===== src/rtl/cp0_param.sv =====
// cp0_param: MIPS-style CP0 with Count/Compare timer, interrupt synchronisers,
// Status/Cause/EPC/BadVAddr registers and exception/ERET sequencing.
module cp0_param #(
   parameter int          N_HWINT     = 6,
   parameter int          COUNT_DIV   = 2,
   parameter int          SYNC_STAGES = 2,
   parameter logic [31:0] EXC_BASE    = 32'hBFC00380
) (
   input  logic               clk,
   input  logic               rst,
   input  logic               wr_en,
   input  logic [7:0]         addr,
   input  logic [31:0]        wdata,
   input  logic               exc_valid,
   input  logic [4:0]         exc_code,
   input  logic               exc_bd,
   input  logic [31:0]        exc_pc,
   input  logic [31:0]        exc_badvaddr,
   input  logic               eret,
   input  logic [N_HWINT-1:0] ext_int,
   output logic [31:0]        rdata,
   output logic [31:0]        epc_out,
   output logic [31:0]        exc_vector,
   output logic               int_req
);
   localparam logic [4:0] PMAX = 5'(COUNT_DIV - 1);
   logic [31:0] count, compare, epc, badvaddr, status, cause;
   logic [4:0] pre, code;
   logic [7:0] im, ip;
   logic [5:0] hw;
   logic [1:0] ip_sw;
   logic exl, ie, ti, bd;
   logic [N_HWINT-1:0] ext_s;
   logic wr_count, wr_cmp, wr_status, wr_cause, wr_epc;
   assign wr_count  = wr_en && addr == 8'h48;
   assign wr_cmp    = wr_en && addr == 8'h58;
   assign wr_status = wr_en && addr == 8'h60;
   assign wr_cause  = wr_en && addr == 8'h68;
   assign wr_epc    = wr_en && addr == 8'h70;
   generate
      if (SYNC_STAGES == 0) begin : g_direct
         assign ext_s = ext_int;
      end else begin : g_sync
         logic [N_HWINT-1:0] sr [SYNC_STAGES];
         always_ff @(posedge clk) begin
            if (!rst) begin
               for (int k = 0; k < SYNC_STAGES; k++) sr[k] <= '0;
            end else begin
               sr[0] <= ext_int;
               for (int k = 1; k < SYNC_STAGES; k++) sr[k] <= sr[k-1];
            end
         end
         assign ext_s = sr[SYNC_STAGES-1];
      end
   endgenerate
   always_comb begin
      hw = '0;
      for (int i = 0; i < N_HWINT; i++) hw[i] = ext_s[i];
   end
   // IP7 doubles as the timer interrupt line
   assign ip         = {hw[5] | ti, hw[4:0], ip_sw};
   assign status     = {9'b0, 1'b1, 6'b0, im, 6'b0, exl, ie};
   assign cause      = {bd, ti, 14'b0, ip, 1'b0, code, 2'b0};
   assign int_req    = |(ip & im) & ie & ~exl;
   assign epc_out    = epc;
   assign exc_vector = status[22] ? EXC_BASE : 32'h80000180;
   assign rdata = addr == 8'h40 ? badvaddr :
                  addr == 8'h48 ? count    :
                  addr == 8'h58 ? compare  :
                  addr == 8'h60 ? status   :
                  addr == 8'h68 ? cause    :
                  addr == 8'h70 ? epc      : 32'h0;
   always_ff @(posedge clk) begin
      if (!rst) begin
         count    <= '0;
         compare  <= 32'hFFFFFFFF;
         pre      <= '0;
         epc      <= '0;
         badvaddr <= '0;
         im       <= '0;
         ip_sw    <= '0;
         code     <= '0;
         exl      <= 1'b0;
         ie       <= 1'b0;
         ti       <= 1'b0;
         bd       <= 1'b0;
      end else begin
         pre   <= (wr_count || pre == PMAX) ? 5'd0 : pre + 5'd1;
         count <= wr_count ? wdata : (pre == PMAX) ? count + 32'd1 : count;
         if (wr_cmp) compare <= wdata;
         ti    <= wr_cmp ? 1'b0 : ti | (count == compare);
         if (wr_cause) ip_sw <= wdata[9:8];
         if (wr_status) begin
            im <= wdata[15:8];
            ie <= wdata[0];
         end
         exl <= exc_valid ? 1'b1 : eret ? 1'b0 : wr_status ? wdata[1] : exl;
         if (exc_valid) code <= exc_code;
         // a nested exception keeps the original return address
         if (exc_valid && !exl) begin
            epc <= exc_bd ? exc_pc - 32'd4 : exc_pc;
            bd  <= exc_bd;
         end else if (!exc_valid && wr_epc) epc <= wdata;
         if (exc_valid && (exc_code == 5'd4 || exc_code == 5'd5)) badvaddr <= exc_badvaddr;
      end
   end
endmodule


===== config.mk =====
export PLATFORM = sky130hd
export DESIGN_NAME = cp0_param
export DESIGN_NICKNAME = d
export VERILOG_FILES = /design/src/rtl/cp0_param.sv
export SDC_FILE = /design/constraint.sdc
export NUM_CORES = 1
export LEC_CHECK = 0
export CAP_MARGIN = 15
export CELL_PAD_IN_SITES_DETAIL_PLACEMENT = 0
export CELL_PAD_IN_SITES_GLOBAL_PLACEMENT = 2
export CORE_MARGIN = 5
export CORE_UTILIZATION = 29
export CTS_CLUSTER_SIZE = 12
export DETAILED_ROUTE_END_ITERATION = 7
export GPL_ROUTABILITY_DRIVEN = 0
export PLACE_DENSITY_LB_ADDON = 0.1
export SYNTH_ARGS = -nofsm -noshare
export SYNTH_HDL_FRONTEND = slang
export SYNTH_SLANG_ARGS = --single-unit

===== constraint.sdc =====
create_clock -name clk -period 4.6 [get_ports clk]
set_input_delay 1.38 -clock clk [delete_from_list [all_inputs] [get_ports clk]]
set_output_delay 1.38 -clock clk [all_outputs]
set_load 0.005 [all_outputs]

==> impl_metrics.ini <==
[cts]
clockBufferDepth = 2
clk_pin_slew_ns = 0.06
cts_made_buffers = 17
ctsHoldBuffers = 0
cts_root_buf = clkbuf_16
htree_levels = 4
cts.sinks = 164
tritoncts = yes
clk_latency_ns = 0.43

[placed_design]
post-place-ws_ns = -0.655
placed_area_mm2 = 0.0117
port_buffers = 185
dp_hpwl_mm = 29.5
dp.cells = 1743

[worst_setup_path]
r2r-end = count[26]$_SDFFE_PN0P_
crit_type = in2out
startpoint = addr[2]
cp_max_fo = 4
arrival_ns = 3.12
r2r_setup_slack_ns = 2.44
worstSetupStartpointType = input pin
timing.rr.start = pre[0]$_SDFF_PP0_
cp.required_ns = 3.22
worstRegToRegCells = 7
endpoint = rdata[17]
end_kind = output pin

[drt]
vias = 9168
wl_per_cell_um = 21.4
routed_wl_mm = 38.4
viasPerCell = 5.10
drt_iter0_drc = 702
first_pass_iters = 5
drc = 0
ant_nets = 0

[power]
power_density_mw_per_mm2 = 276
power_leakage_nw = 4.75
vdd_drop_max_mv = 0.247

[floorplanning]
std_cell_rows = 65
ios = 218
die_h_um = 188
die_area_mm2 = 0.0354
initial_core_util_pct = 29.3
core_mm2 = 0.0314
dieWidth_um = 188

[global_routing]
antenna_found_initial = 2
overflow = 0
grt_max_degree = 80
grt_pass1_wl_mm = 57.7
grt_use_total_pct = 21.1
grt_pass1_vias = 9099

[outcome]
outcome = complete, no violations

[sta]
finClkSkew_ns = 0.0157
layout_min_cycle_time_ns = 4.50
finalHoldViolations = 0
setup_viol = 0
worstMarginPinSlew_ns = 0.860
min_period_over_period_pct = 97.9
fin_ws_ns = 0.0960
max-slew-margin-rel_pct = 42.7
rsz0062_at_grt = no
slew_viol_final = 0
timing.fmax_mhz = 222

[layout]
final_area_mm2 = 0.0126
nets = 1507
n_fill_cell = 3308
drive_above_1_share_pct = 15.6
instances_no_fill = 1797
areaGrowthSynthToFinish_pct = 36.9
diodes = 0
utilization_pct = 40.1

[min_path]
hold_class = reg2reg

[synthesis]
ys_seq_elements = 164
syn_area_per_cell_um2 = 7.88
synth_seq_area_share_pct = 35.7
synth_cell_type_count = 68
yosysWarningCount = 0
synth-main-ff-cell = dfxtp_1
async_reset_ff_share_pct = 0
synth_enable_flop_cells = 0
synth_area_mm2 = 0.00920
synthCells = 1167

[job]
maxCapViolations = 0
synthesized netlist by cell type (4+ instances only):
library cell / number / share of area [%]
a2111oi_1: 8 / 0.87
a211oi_1: 16 / 1.3
a21oi_1: 73 / 4.0
a221oi_1: 5 / 0.48
a22o_1: 20 / 1.9
a22oi_1: 26 / 2.1
a31oi_1: 7 / 0.48
and2_1: 15 / 1.0
and3_1: 15 / 1.0
and4_1: 8 / 0.76
buf_2: 18 / 0.98
buf_4: 34 / 2.8
clkbuf_1: 66 / 2.7
dfxtp_1: 164 / 36
ha_1: 4 / 0.54
inv_1: 10 / 0.41
mux2i_1: 23 / 2.5
nand2_1: 210 / 8.6
nand2b_1: 6 / 0.41
nand3_1: 58 / 3.2
nand4_1: 22 / 1.5
nor2_1: 72 / 2.9
nor2b_1: 4 / 0.27
nor3_1: 29 / 1.6
nor3_2: 8 / 0.87
nor4_1: 17 / 1.2
nor4_2: 5 / 0.68
o211ai_1: 5 / 0.41
o21ai_0: 57 / 3.1
o22ai_1: 7 / 0.48
or3_1: 4 / 0.27
xnor2_1: 70 / 6.7
xor2_1: 23 / 2.2
worst max-delay path, cell delays in order:
cell and delay [ns]:
buf_6 0.11, or4_4 0.57, nor2_4 0.14, buf_6 0.15, buf_12 0.10, buf_6 0.09, buf_4 0.10, a22o_1 0.13
a22oi_2 0.08, o21ai_2 0.14, buf_2 0.13
routing by layer:
metal | routed length (um) | vias up | track usage (%) | part of all wire, %
met5 | 13 | - | 0 | 0.034
met4 | 602 | 2 | 4.91 | 1.6
met3 | 2480 | 32 | 4.19 | 6.5
met2 | 15900 | 293 | 30.7 | 41
met1 | 19400 | 4341 | 31.9 | 51
li1 | - | 4500 | - | -
layout make-up:
cell class | instances | area (um^2) | share of cell area [%]
Clock buffer | 18 | 439 | 3.49
Clock inverter | 14 | 164 | 1.30
Inverter | 12 | 46.3 | 0.368
Multi-Input combinational cell | 900 | 5540 | 44.0
Sequential cell | 164 | 3280 | 26.1
Tap cell | 402 | 503 | 3.99
Timing Repair Buffer | 287 | 2620 | 20.8
cell families after synthesis:
family / synth area share, %
xor gates and xnor gates: 8.86
AOI/OAI and AO/OA: 17.7
DFF: 35.7
muxes: 2.75
adders and majority gates: 0.544
other: 0.0817
buffers and inverters: 7.14
and+or+nand+nor: 27.2
cell usage in the layout, fill, tap and decap left out, types with 8 or more instances in the layout:
cell             Yosys  final
nand2_1            210    210
dfxtp_1            164    164
clkdlybuf4s50_1      0    144
buf_4               34     84
a21oi_1             73     73
xnor2_1             70     70
nor2_1              72     64
nand3_1             58     58
o21ai_0             57     41
conb_1               2     32
nor3_1              29     28
mux2i_1             23     23
xor2_1              23     23
nand4_1             22     22
a22oi_1             26     21
a22o_1              20     20
buf_2               18     20
nor4_1              17     17
clkbuf_16            0     17
o21ai_1              0     15
and3_1              15     15
and2_1              15     15
a211oi_1            16     14
buf_6                1     13
dlygate4sd2_1        0     13
inv_1               10     10
and4_1               8      8
a2111oi_1            8      8
stage by stage:
step / TNS [ns] / total power [mW] / hold slack, ns
detailed placement: -18.51 / 2.00 / 0.425
finish: 0 / 3.48 / 0.438
floorplan: 0 / 1.72 / 0.412
CTS: -0.153 / 3.51 / 0.440
global route: 0 / 3.61 / 0.454
global placement: -17.97 / 2.00 / 0.419
flip-flops by register name (all words and copies together) (netlist names):
signal	cells
ie	1
count	32
exl	1
bd	1
code	5
badvaddr	32
epc_out	32
im	8
g_sync.sr	12
ti	1
pre	5
compare	32
ip_sw	2
how the worst min path moves through the flow:
stage,startpoint,endpoint,cells past startpoint
after detailed placement,g_sync.sr[0][0]$_SDFF_PN0_,g_sync.sr[0][6]$_SDFF_PN0_,1
after CTS,g_sync.sr[0][4]$_SDFF_PN0_,g_sync.sr[0][10]$_SDFF_PN0_,1
after floorplan,g_sync.sr[0][4]$_SDFF_PN0_,g_sync.sr[0][10]$_SDFF_PN0_,1
after global placement,g_sync.sr[0][0]$_SDFF_PN0_,g_sync.sr[0][6]$_SDFF_PN0_,1
final,g_sync.sr[0][4]$_SDFF_PN0_,g_sync.sr[0][10]$_SDFF_PN0_,1
after global routing,g_sync.sr[0][5]$_SDFF_PN0_,g_sync.sr[0][11]$_SDFF_PN0_,1
report_power, final:
group          switching [mW]  internal, mW
sequential             0.0617          1.46
combinational           0.223         0.236
clock                   0.663         0.834
total                   0.947          2.53
repair_timing:
action | in CTS | in global routing
gates resized for setup | 163 | 16
pin swaps | 35 | 13
buffers inserted | 18 | 3
setup endpoints to repair | 32 | 23
gates cloned | 2 | 0
Note: power is estimated with default switching activity, not from simulation.
